===== config.mk =====
export PLATFORM = sky130hd
export DESIGN_NAME = inst_encoder
export DESIGN_NICKNAME = d
export VERILOG_FILES = /design/src/rtl/inst_encoder.sv
export SDC_FILE = /design/constraint.sdc
export NUM_CORES = 1
export LEC_CHECK = 0
export BUFFER_PORTS_ARGS = -buffer_cell sky130_fd_sc_hd__clkbuf_2
export CELL_PAD_IN_SITES_DETAIL_PLACEMENT = 0
export CELL_PAD_IN_SITES_GLOBAL_PLACEMENT = 1
export CORE_UTILIZATION = 37
export CTS_BUF_LIST = sky130_fd_sc_hd__clkbuf_2 sky130_fd_sc_hd__clkbuf_4 sky130_fd_sc_hd__clkbuf_8
export DETAILED_ROUTE_END_ITERATION = 6
export PLACE_DENSITY = 0.89
export SYNTH_ARGS = -nofsm -noshare
export SYNTH_HDL_FRONTEND = slang
export SYNTH_SLANG_ARGS = --single-unit

===== constraint.sdc =====
create_clock -name i_clk -period 3.1 [get_ports i_clk]
set_input_delay 0.775 -clock i_clk [delete_from_list [all_inputs] [get_ports i_clk]]
set_output_delay 0.775 -clock i_clk [all_outputs]
set_load 0.1 [all_outputs]

===== src/rtl/inst_encoder.sv =====
// Streaming RV32I encoder: packs decoded instruction fields into 32-bit words and
// writes them sequentially to instruction memory, replacing out-of-range encodings with NOP.
module inst_encoder #(
  parameter int DEPTH_W = 10
) (
  input  logic               i_clk,
  input  logic               i_rst_n,
  input  logic               i_start,
  input  logic [DEPTH_W-1:0] i_base_addr,
  input  logic               i_valid,
  output logic               o_ready,
  input  logic [2:0]         i_fmt,
  input  logic [6:0]         i_opcode,
  input  logic [4:0]         i_rd,
  input  logic [4:0]         i_rs1,
  input  logic [4:0]         i_rs2,
  input  logic [2:0]         i_funct3,
  input  logic [6:0]         i_funct7,
  input  logic [31:0]        i_imm,
  input  logic               i_last,
  output logic               o_wr_en,
  output logic [DEPTH_W-1:0] o_wr_addr,
  output logic [31:0]        o_wr_data,
  input  logic               i_wr_ready,
  output logic               o_busy,
  output logic               o_done,
  output logic [DEPTH_W:0]   o_count,
  output logic               o_err,
  output logic [1:0]         o_err_code,
  output logic [DEPTH_W-1:0] o_err_idx
);

  localparam logic [31:0] NOP = 32'h0000_0013;

  typedef enum logic [1:0] {IDLE, RUN, DRAIN, DONE} state_t;

  state_t             r_state;
  logic               r_wrEn;
  logic [DEPTH_W-1:0] r_addr;
  logic [31:0]        r_wrData;
  logic               r_busy;
  logic               r_done;
  logic [DEPTH_W:0]   r_count;
  logic               r_err;
  logic [1:0]         r_errCode;
  logic [DEPTH_W-1:0] r_errIdx;

  logic        w_wrFire;
  logic        w_ready;
  logic        w_accept;
  logic        w_full;
  logic        w_fitsI;
  logic        w_fitsB;
  logic        w_fitsJ;
  logic        w_immBad;
  logic        w_fmtBad;
  logic [31:0] w_word;
  logic [31:0] w_wrWord;

  assign w_wrFire = r_wrEn && i_wr_ready;
  assign w_ready  = (r_state == RUN) && (!r_wrEn || i_wr_ready);
  assign w_accept = i_valid && w_ready;
  // o_count never exceeds 2^DEPTH_W, so its MSB alone flags a full program.
  assign w_full   = r_count[DEPTH_W];

  // Signed range checks: the bits above the field's sign bit must all equal it.
  assign w_fitsI = (&i_imm[31:11]) || !(|i_imm[31:11]);
  assign w_fitsB = (&i_imm[31:12]) || !(|i_imm[31:12]);
  assign w_fitsJ = (&i_imm[31:20]) || !(|i_imm[31:20]);

  always_comb begin
    w_word   = NOP;
    w_immBad = 1'b0;
    w_fmtBad = 1'b0;
    case (i_fmt)
      3'd0: w_word = {i_funct7, i_rs2, i_rs1, i_funct3, i_rd, i_opcode};
      3'd1: begin
        w_immBad = !w_fitsI;
        w_word   = {i_imm[11:0], i_rs1, i_funct3, i_rd, i_opcode};
      end
      3'd2: begin
        w_immBad = !w_fitsI;
        w_word   = {i_imm[11:5], i_rs2, i_rs1, i_funct3, i_imm[4:0], i_opcode};
      end
      3'd3: begin
        w_immBad = !w_fitsB || i_imm[0];
        w_word   = {i_imm[12], i_imm[10:5], i_rs2, i_rs1, i_funct3,
                    i_imm[4:1], i_imm[11], i_opcode};
      end
      3'd4: begin
        w_immBad = |i_imm[11:0];
        w_word   = {i_imm[31:12], i_rd, i_opcode};
      end
      3'd5: begin
        w_immBad = !w_fitsJ || i_imm[0];
        w_word   = {i_imm[20], i_imm[10:1], i_imm[11], i_imm[19:12], i_rd, i_opcode};
      end
      3'd6: begin
        w_immBad = |i_imm[31:5];
        w_word   = {i_funct7, i_imm[4:0], i_rs1, i_funct3, i_rd, i_opcode};
      end
      default: w_fmtBad = 1'b1;
    endcase
  end

  assign w_wrWord = (w_immBad || w_fmtBad) ? NOP : w_word;

  // r_addr tracks the write port address; it advances on each handshake, so a beat
  // accepted in the same cycle as a handshake lands on the following address.
  always_ff @(posedge i_clk or negedge i_rst_n) begin
    if (!i_rst_n) begin
      r_state   <= IDLE;
      r_wrEn    <= 1'b0;
      r_addr    <= '0;
      r_wrData  <= '0;
      r_busy    <= 1'b0;
      r_done    <= 1'b0;
      r_count   <= '0;
      r_err     <= 1'b0;
      r_errCode <= 2'd0;
      r_errIdx  <= '0;
    end else begin
      if (w_wrFire) begin
        r_wrEn <= 1'b0;
        r_addr <= r_addr + 1'b1;
      end
      case (r_state)
        IDLE, DONE: begin
          if (i_start) begin
            r_state   <= RUN;
            r_busy    <= 1'b1;
            r_done    <= 1'b0;
            r_addr    <= i_base_addr;
            r_count   <= '0;
            r_err     <= 1'b0;
            r_errCode <= 2'd0;
            r_errIdx  <= '0;
          end
        end
        RUN: begin
          if (w_accept) begin
            if (w_full) begin
              if (!r_err) begin
                r_err     <= 1'b1;
                r_errCode <= 2'd3;
                r_errIdx  <= r_count[DEPTH_W-1:0];
              end
              if (r_wrEn && !i_wr_ready) begin
                r_state <= DRAIN;
              end else begin
                r_state <= DONE;
                r_busy  <= 1'b0;
                r_done  <= 1'b1;
              end
            end else begin
              r_wrEn   <= 1'b1;
              r_wrData <= w_wrWord;
              r_count  <= r_count + 1'b1;
              if (!r_err && (w_immBad || w_fmtBad)) begin
                r_err     <= 1'b1;
                r_errCode <= w_fmtBad ? 2'd2 : 2'd1;
                r_errIdx  <= r_count[DEPTH_W-1:0];
              end
              if (i_last) r_state <= DRAIN;
            end
          end
        end
        DRAIN: begin
          if (w_wrFire) begin
            r_state <= DONE;
            r_busy  <= 1'b0;
            r_done  <= 1'b1;
          end
        end
        default: r_state <= IDLE;
      endcase
    end
  end

  assign o_ready    = w_ready;
  assign o_wr_en    = r_wrEn;
  assign o_wr_addr  = r_addr;
  assign o_wr_data  = r_wrData;
  assign o_busy     = r_busy;
  assign o_done     = r_done;
  assign o_count    = r_count;
  assign o_err      = r_err;
  assign o_err_code = r_errCode;
  assign o_err_idx  = r_errIdx;

endmodule


### After elaboration in Yosys (flattened, before gate mapping)

Index checks and enable logic that the tools add are counted.

* word-level logic and storage cells: 125
* flip-flop bits (word level): 71
* output and inout bits: 70
* input bits: 83

* muxes and demuxes: 51
* reduce and logical (&&, ||, !) cells: 42
* equal/unequal tests: 18
* bitwise operators: 1
* $add $sub $neg: 2

Operator list (count)
* 32-bit case mux with 7 select lines: 1
* 10-bit two-way mux: 8
* 11-bit two-way mux: 3
* 32-bit two-way mux: 1
* 27-bit OR reduction: 1
* 12-bit OR reduction: 2
* 2-bit two-way mux: 11
* 11-bit case mux with 2 select lines: 1
* 21-bit AND reduction: 1
* 21-bit OR reduction: 1
* 10-bit case mux with 2 select lines: 1
* 20-bit AND reduction: 1
* 20-bit OR reduction: 1
* 1-bit two-way mux: 19
* 2-bit inequality test (second input constant): 6
* 12-bit AND reduction: 1
* 4-bit AND reduction: 3
* 11-bit by 1-bit adder with 11-bit output (second input constant): 1
* 10-bit by 1-bit adder with 10-bit output (second input constant): 1
* 5-bit AND reduction: 2
* 3-bit == test (second input constant): 3
* 1-bit zero test: 9
* 1-bit logical OR: 7
* 7-bit OR reduction: 1
* other kinds (18): 28

### Longest topological paths before layout

* word-level depth: 12
* depth in mapped cells: 10
* gate-level depth less buffers: 9

### Worst setup path after synthesis

No wires, ideal clock.

* path kind: register -> register
* from: register r_wrEn (netlist: o_wr_en)
* to: register r_wrData[10] (netlist: o_wr_data[10])
* setup slack: 0.190 ns
* arrival time: 2.818 ns
* cell stages (with the launch flop): 8
* period minus slack after synthesis: 2.910 ns
* data required time: 3.008 ns
* buffers on the path: 2
* library setup time: 0.092 ns
* cell sequence: dfrtp_1 > nand2b_1 > and2_1 > nand3_1 > clkbuf_1 > clkbuf_1 > nand2_1 > o31ai_2

* word-level cells in the longest chain between the ends: 5

RTL lines
* start: declaration: RTL line 38 `logic r_wrEn;`
* start signal: assignment: RTL line 113 `r_wrEn <= 1'b0;`
* start signal: assignment: RTL line 124 `r_wrEn <= 1'b0;`
* start signal: assignment: RTL line 156 `r_wrEn <= 1'b1;`
* 1-bit zero test: RTL line 61 `assign w_ready = (r_state == RUN) && (!r_wrEn || i_wr_ready);`
* 1-bit logical OR: RTL line 61
* 1-bit logical AND: RTL line 61
* net o_ready: RTL line 11 `output logic o_ready,`
* 1-bit logical AND: RTL line 62 `assign w_accept = i_valid && w_ready;`
* 3-bit AND reduction (no line)
* end signal: assignment: RTL line 157 `r_wrData <= w_wrWord;`
* end: declaration: RTL line 40 `logic [31:0] r_wrData;`

The timed path passes the listed nets, and every way through them passes these cells.
A chain may end at the register's enable or synchronous reset.

### Worst setup path after layout

* from: register r_state[1]
* to: output port o_ready

* word-level cells in the longest chain between the ends: 2

RTL lines
* start: declaration: RTL line 37 `state_t r_state;`
* start signal: assignment: RTL line 112 `r_state <= IDLE;`
* start signal: assignment: RTL line 130 `r_state <= RUN;`
* start signal: assignment: RTL line 149 `r_state <= DRAIN;`
* 2-bit by 1-bit == test with 1-bit output: RTL line 61
* 1-bit logical AND: RTL line 61
* end: declaration: RTL line 11

Every way passes these cells.

==> summary.md <==
| Metric | Value |
|---|---|
| Clk_skew | 0.00969 ns |
| DP Wirelength | 8470 µm |
| Number of global-route vias before repair | 3694 |
| Largest net degree at the start of global routing | 72 |
| Post-Synth Adder-Cell Area | between 1 and 1.5% |
| Compound-cell area share of the yosys netlist | 25.5% |
| RePlAce Congestion | 0.869 |
| Reg power frac | approximately 25% |
| Max incr delay on CP | 0.48 ns |
| EDFF count, synth | 0 |
| Chip height | 107 µm |
| Sequential area share after synthesis | between 40% and 50% |
| Max_slew headroom | 39.5% |
| Hold_buf cts | 0 |
| Row cnt | 38 |
| H-tree depth | 3 |
| Initial antenna violation count | 0 |
| CP required | approximately 2.3 ns |
| Met3 usage | ~4.1% |
| DRT Pass-1 Iters | 5 |
| Synth Warn # | 0 |
| Iteration-0 DRC Markers | 203 |
| Startpoint types | flop |
| Core ar. | roughly 0.011 mm² |
| Routed len/inst | 15.1 µm |
| Total GRT Usage | approximately 20% |
| Worst-Margin Slew | 0.904 ns |
| Sw Share | 60.7% |
| Mux cell area share after synthesis | 3.00% |
| Post-CTS setup buffer count | 0 |
| CTS Buf Count | 9 |
| Starting Density | 37.9% |
| Synth Area in XOR/XNOR | 2.78% |
| Post-Syn Nets | 532 |
| Crit path DAT | 2.03 ns |
| Count of cell types in the netlist | between 50 and 60 |
| Max-slew violations | 0 |
| Area Overhead vs Synth | 27.1% |
| Final min period | around 2.8 ns |
| CTS Sinks | 71 |
| Final period util | 90.3% |
| Resize count post-CTS | 0 |
| Synthesized instance count | 445 |
| Max-cap violations | 0 |
| Largest family of logic cells by synthesized area | compound AO/OA/AOI/OAI gates |
| Final Core Density | 48.2% |
| Min setup slack post-route | 0.300 ns |
| DRT antenna net count | 0 |
| Post-Syn Area | 0.00409 mm² |
| RSZ-0062 raised after global routing | no |
| Share of cells above drive strength 1 | between 30% and 40% |
| Die W | about 110 µm |
| CP Class | reg2out |
| Critical path peak fanout | 13 |
| TritonCTS clock tree | done |
| Via density | approximately 5.3 |
| Clock Path Buffers | 2 |
| Min-Delay Path Class | reg2reg |
| Synthesized flop and latch total | 71 |
| CP cell instances | inv_1 -> ha_1 -> and2_1 -> clkbuf_2 |
| Pleak | 0.00253 µW |
| Die ar. | 0.0115 mm² |
| Outcome | completed |
| Via count | 3921 |
| Max Clock Freq | 357 MHz |
| Root buffer selected by CTS | clkbuf_8 |
| Int Power | 2240 µW |
| Setup violators final | 0 |
| Placed Cells | 722 |
| IO Pins | 153 |
| First-pass GRT wire length | 18100 µm |
| Top Usage Layer GRT | met2 |
| Met2 usage | 33.0% |
| Setup TNS | 0 ns |
| Number of port buffers | between 150 and 200 |
| Final #Nets | 680 |
| Top_reg_cell synth | dfrtp_1 |
| Worst VDD drop | 0.684 mV |
| Non-Filler Instances | 738 |
| PwrDens | 1090 mW/mm² |
| Skew-Pair Late Insertion Delay | roughly 0.34 ns |
| Fill cell count | 1032 |
| Synth async-reset ratio | 100% |
| Post-Synth Simple-Gate Area | 19.7% |
| Congestion Overflow GR | 0 |
| DRC | 0 |
| # diodes | 0 |
| Pre-CTS setup slack | 0.166 ns |
| Gate power share | between 60 and 70% |
| Hold Fails Final Rpt | 0 |
| CP max-delay cell | clkbuf_2 |
| Part of the total power dissipated in the clock network | 13.1% |
| Worst setup EP type | primary output |
| Worst hold margin | 0.480 ns |
| Reg clk slew, reported paths | 0.08 ns |
| Wirelength, routed | roughly 11000 µm |
| Sw Pwr | about 3500 µW |
| Avg Cell Area, Syn | 9.19 µm² |
| Routing usage on met1 | 26.3% |
-- power by group through the flow --
stage	Combinational, µW	Clock (µW)	Sequential (µW)
after global placement	3490	0	1430
after floorplan	1010	0	3360
after detailed placement	3530	0	1450
after global routing	3720	803	1470
final	3510	745	1440
after CTS	3540	771	1440
-- cell usage in the layout (no fill, tap or decap), drive strengths merged, types with 6 or more instances in the layout --
cell    instances
clkbuf        161
nand2          81
dfrtp          71
o21ai          41
a21oi          24
o31ai          24
nor2           22
buf            14
a22oi          13
nor2b          12
xor2           11
a22o           11
nand4          10
mux2i          10
and3            8
inv             7
nand2b          6
nand3           6
nor4            6
-- state kept, by name (all words and copies together) (netlist names) --
register and cells:
o_wr_data 32, o_done 1, o_wr_addr 10, o_count 11
o_busy 1, o_err_idx 10, r_state 2, o_err_code 2
o_wr_en 1, o_err 1
-- cell families after synthesis --
family,Yosys count
xor+xnor,13
buf+inv,36
compound gates,142
flops,71
fa+ha+maj,4
mux,12
simple gates,167
-- cell type report --
| cell class | instances | area [µm²] | area share [%] |
|---|---|---|---|
| well taps | 140 | 175 | 3.37 |
| clock inverters | 6 | 60.1 | 1.15 |
| inverters | 8 | 30.0 | 0.577 |
| repair buffers | 165 | 873 | 16.8 |
| clock buffers | 10 | 138 | 2.65 |
| multi-input cells | 338 | 2150 | 41.3 |
| flip-flops and latches | 71 | 1780 | 34.2 |
-- path summary, 6_finish.rpt --
| path | startpoint | to | slack [ns] | depth (start not counted) |
|---|---|---|---|---|
| max | r_state[1]$_DFFE_PN0P_ | o_ready | 0.30 | 4 |
| min | o_wr_data[0]$_DFFE_PN0P_ | o_wr_data[0]$_DFFE_PN0P_ | 0.48 | 2 |
| max reg2reg | r_state[1]$_DFFE_PN0P_ | o_err_idx[1]$_DFFE_PN0P_ | 0.41 | 9 |
| min reg2reg | o_wr_data[0]$_DFFE_PN0P_ | o_wr_data[0]$_DFFE_PN0P_ | 0.48 | 2 |
| max in group asynchronous | i_rst_n | o_wr_data[20]$_DFFE_PN0P_ | 1.95 | 1 |
| min in group asynchronous | i_rst_n | o_err_idx[5]$_DFFE_PN0P_ | 0.56 | 1 |
-- layer usage --
metal / up-vias / routed length, µm
met5: - / 0
met3: 15 / 775
met4: 0 / 169
met1: 1838 / 4950
met2: 150 / 5280
li1: 1918 / -
-- Yosys cell counts, drive strengths merged, types with 6 or more instances --
master / n / area (µm²)
a21oi: 24 / 131
a22o: 11 / 96.3
a22oi: 13 / 97.6
and3: 8 / 50.1
buf: 6 / 67.6
clkbuf: 22 / 82.6
dfrtp: 71 / 1780
inv: 7 / 26.3
mux2i: 10 / 100
nand2: 81 / 304
nand2b: 6 / 37.5
nand3: 6 / 30.0
nand4: 10 / 62.6
nor2: 22 / 82.6
nor2b: 12 / 82.6
nor4: 6 / 43.8
o21ai: 41 / 209
o31ai: 24 / 240
xor2: 11 / 96.3
-- per-stage QoR --
| step | instance area, µm² | power, µW |
|---|---|---|
| 2_1_floorplan | 4090 | 4370 |
| 3_3_place_gp | 5000 | 4920 |
| 3_5_place_dp | 5000 | 4990 |
| 4_1_cts | 5200 | 5750 |
| 5_1_grt | 5200 | 5990 |
| 6_report | 5200 | 5690 |
-- critical path, delay by kind of cell, from the launching register on --
| kind | cells | cell delay, ns |
|---|---|---|
| flip-flops | 1 | 0.39 |
| adder cells (fa/ha/maj) | 1 | 0.45 |
| buffers and inverters | 2 | 0.57 |
| AND/OR/NAND/NOR | 1 | 0.26 |
(Power assumes the default switching activity.)
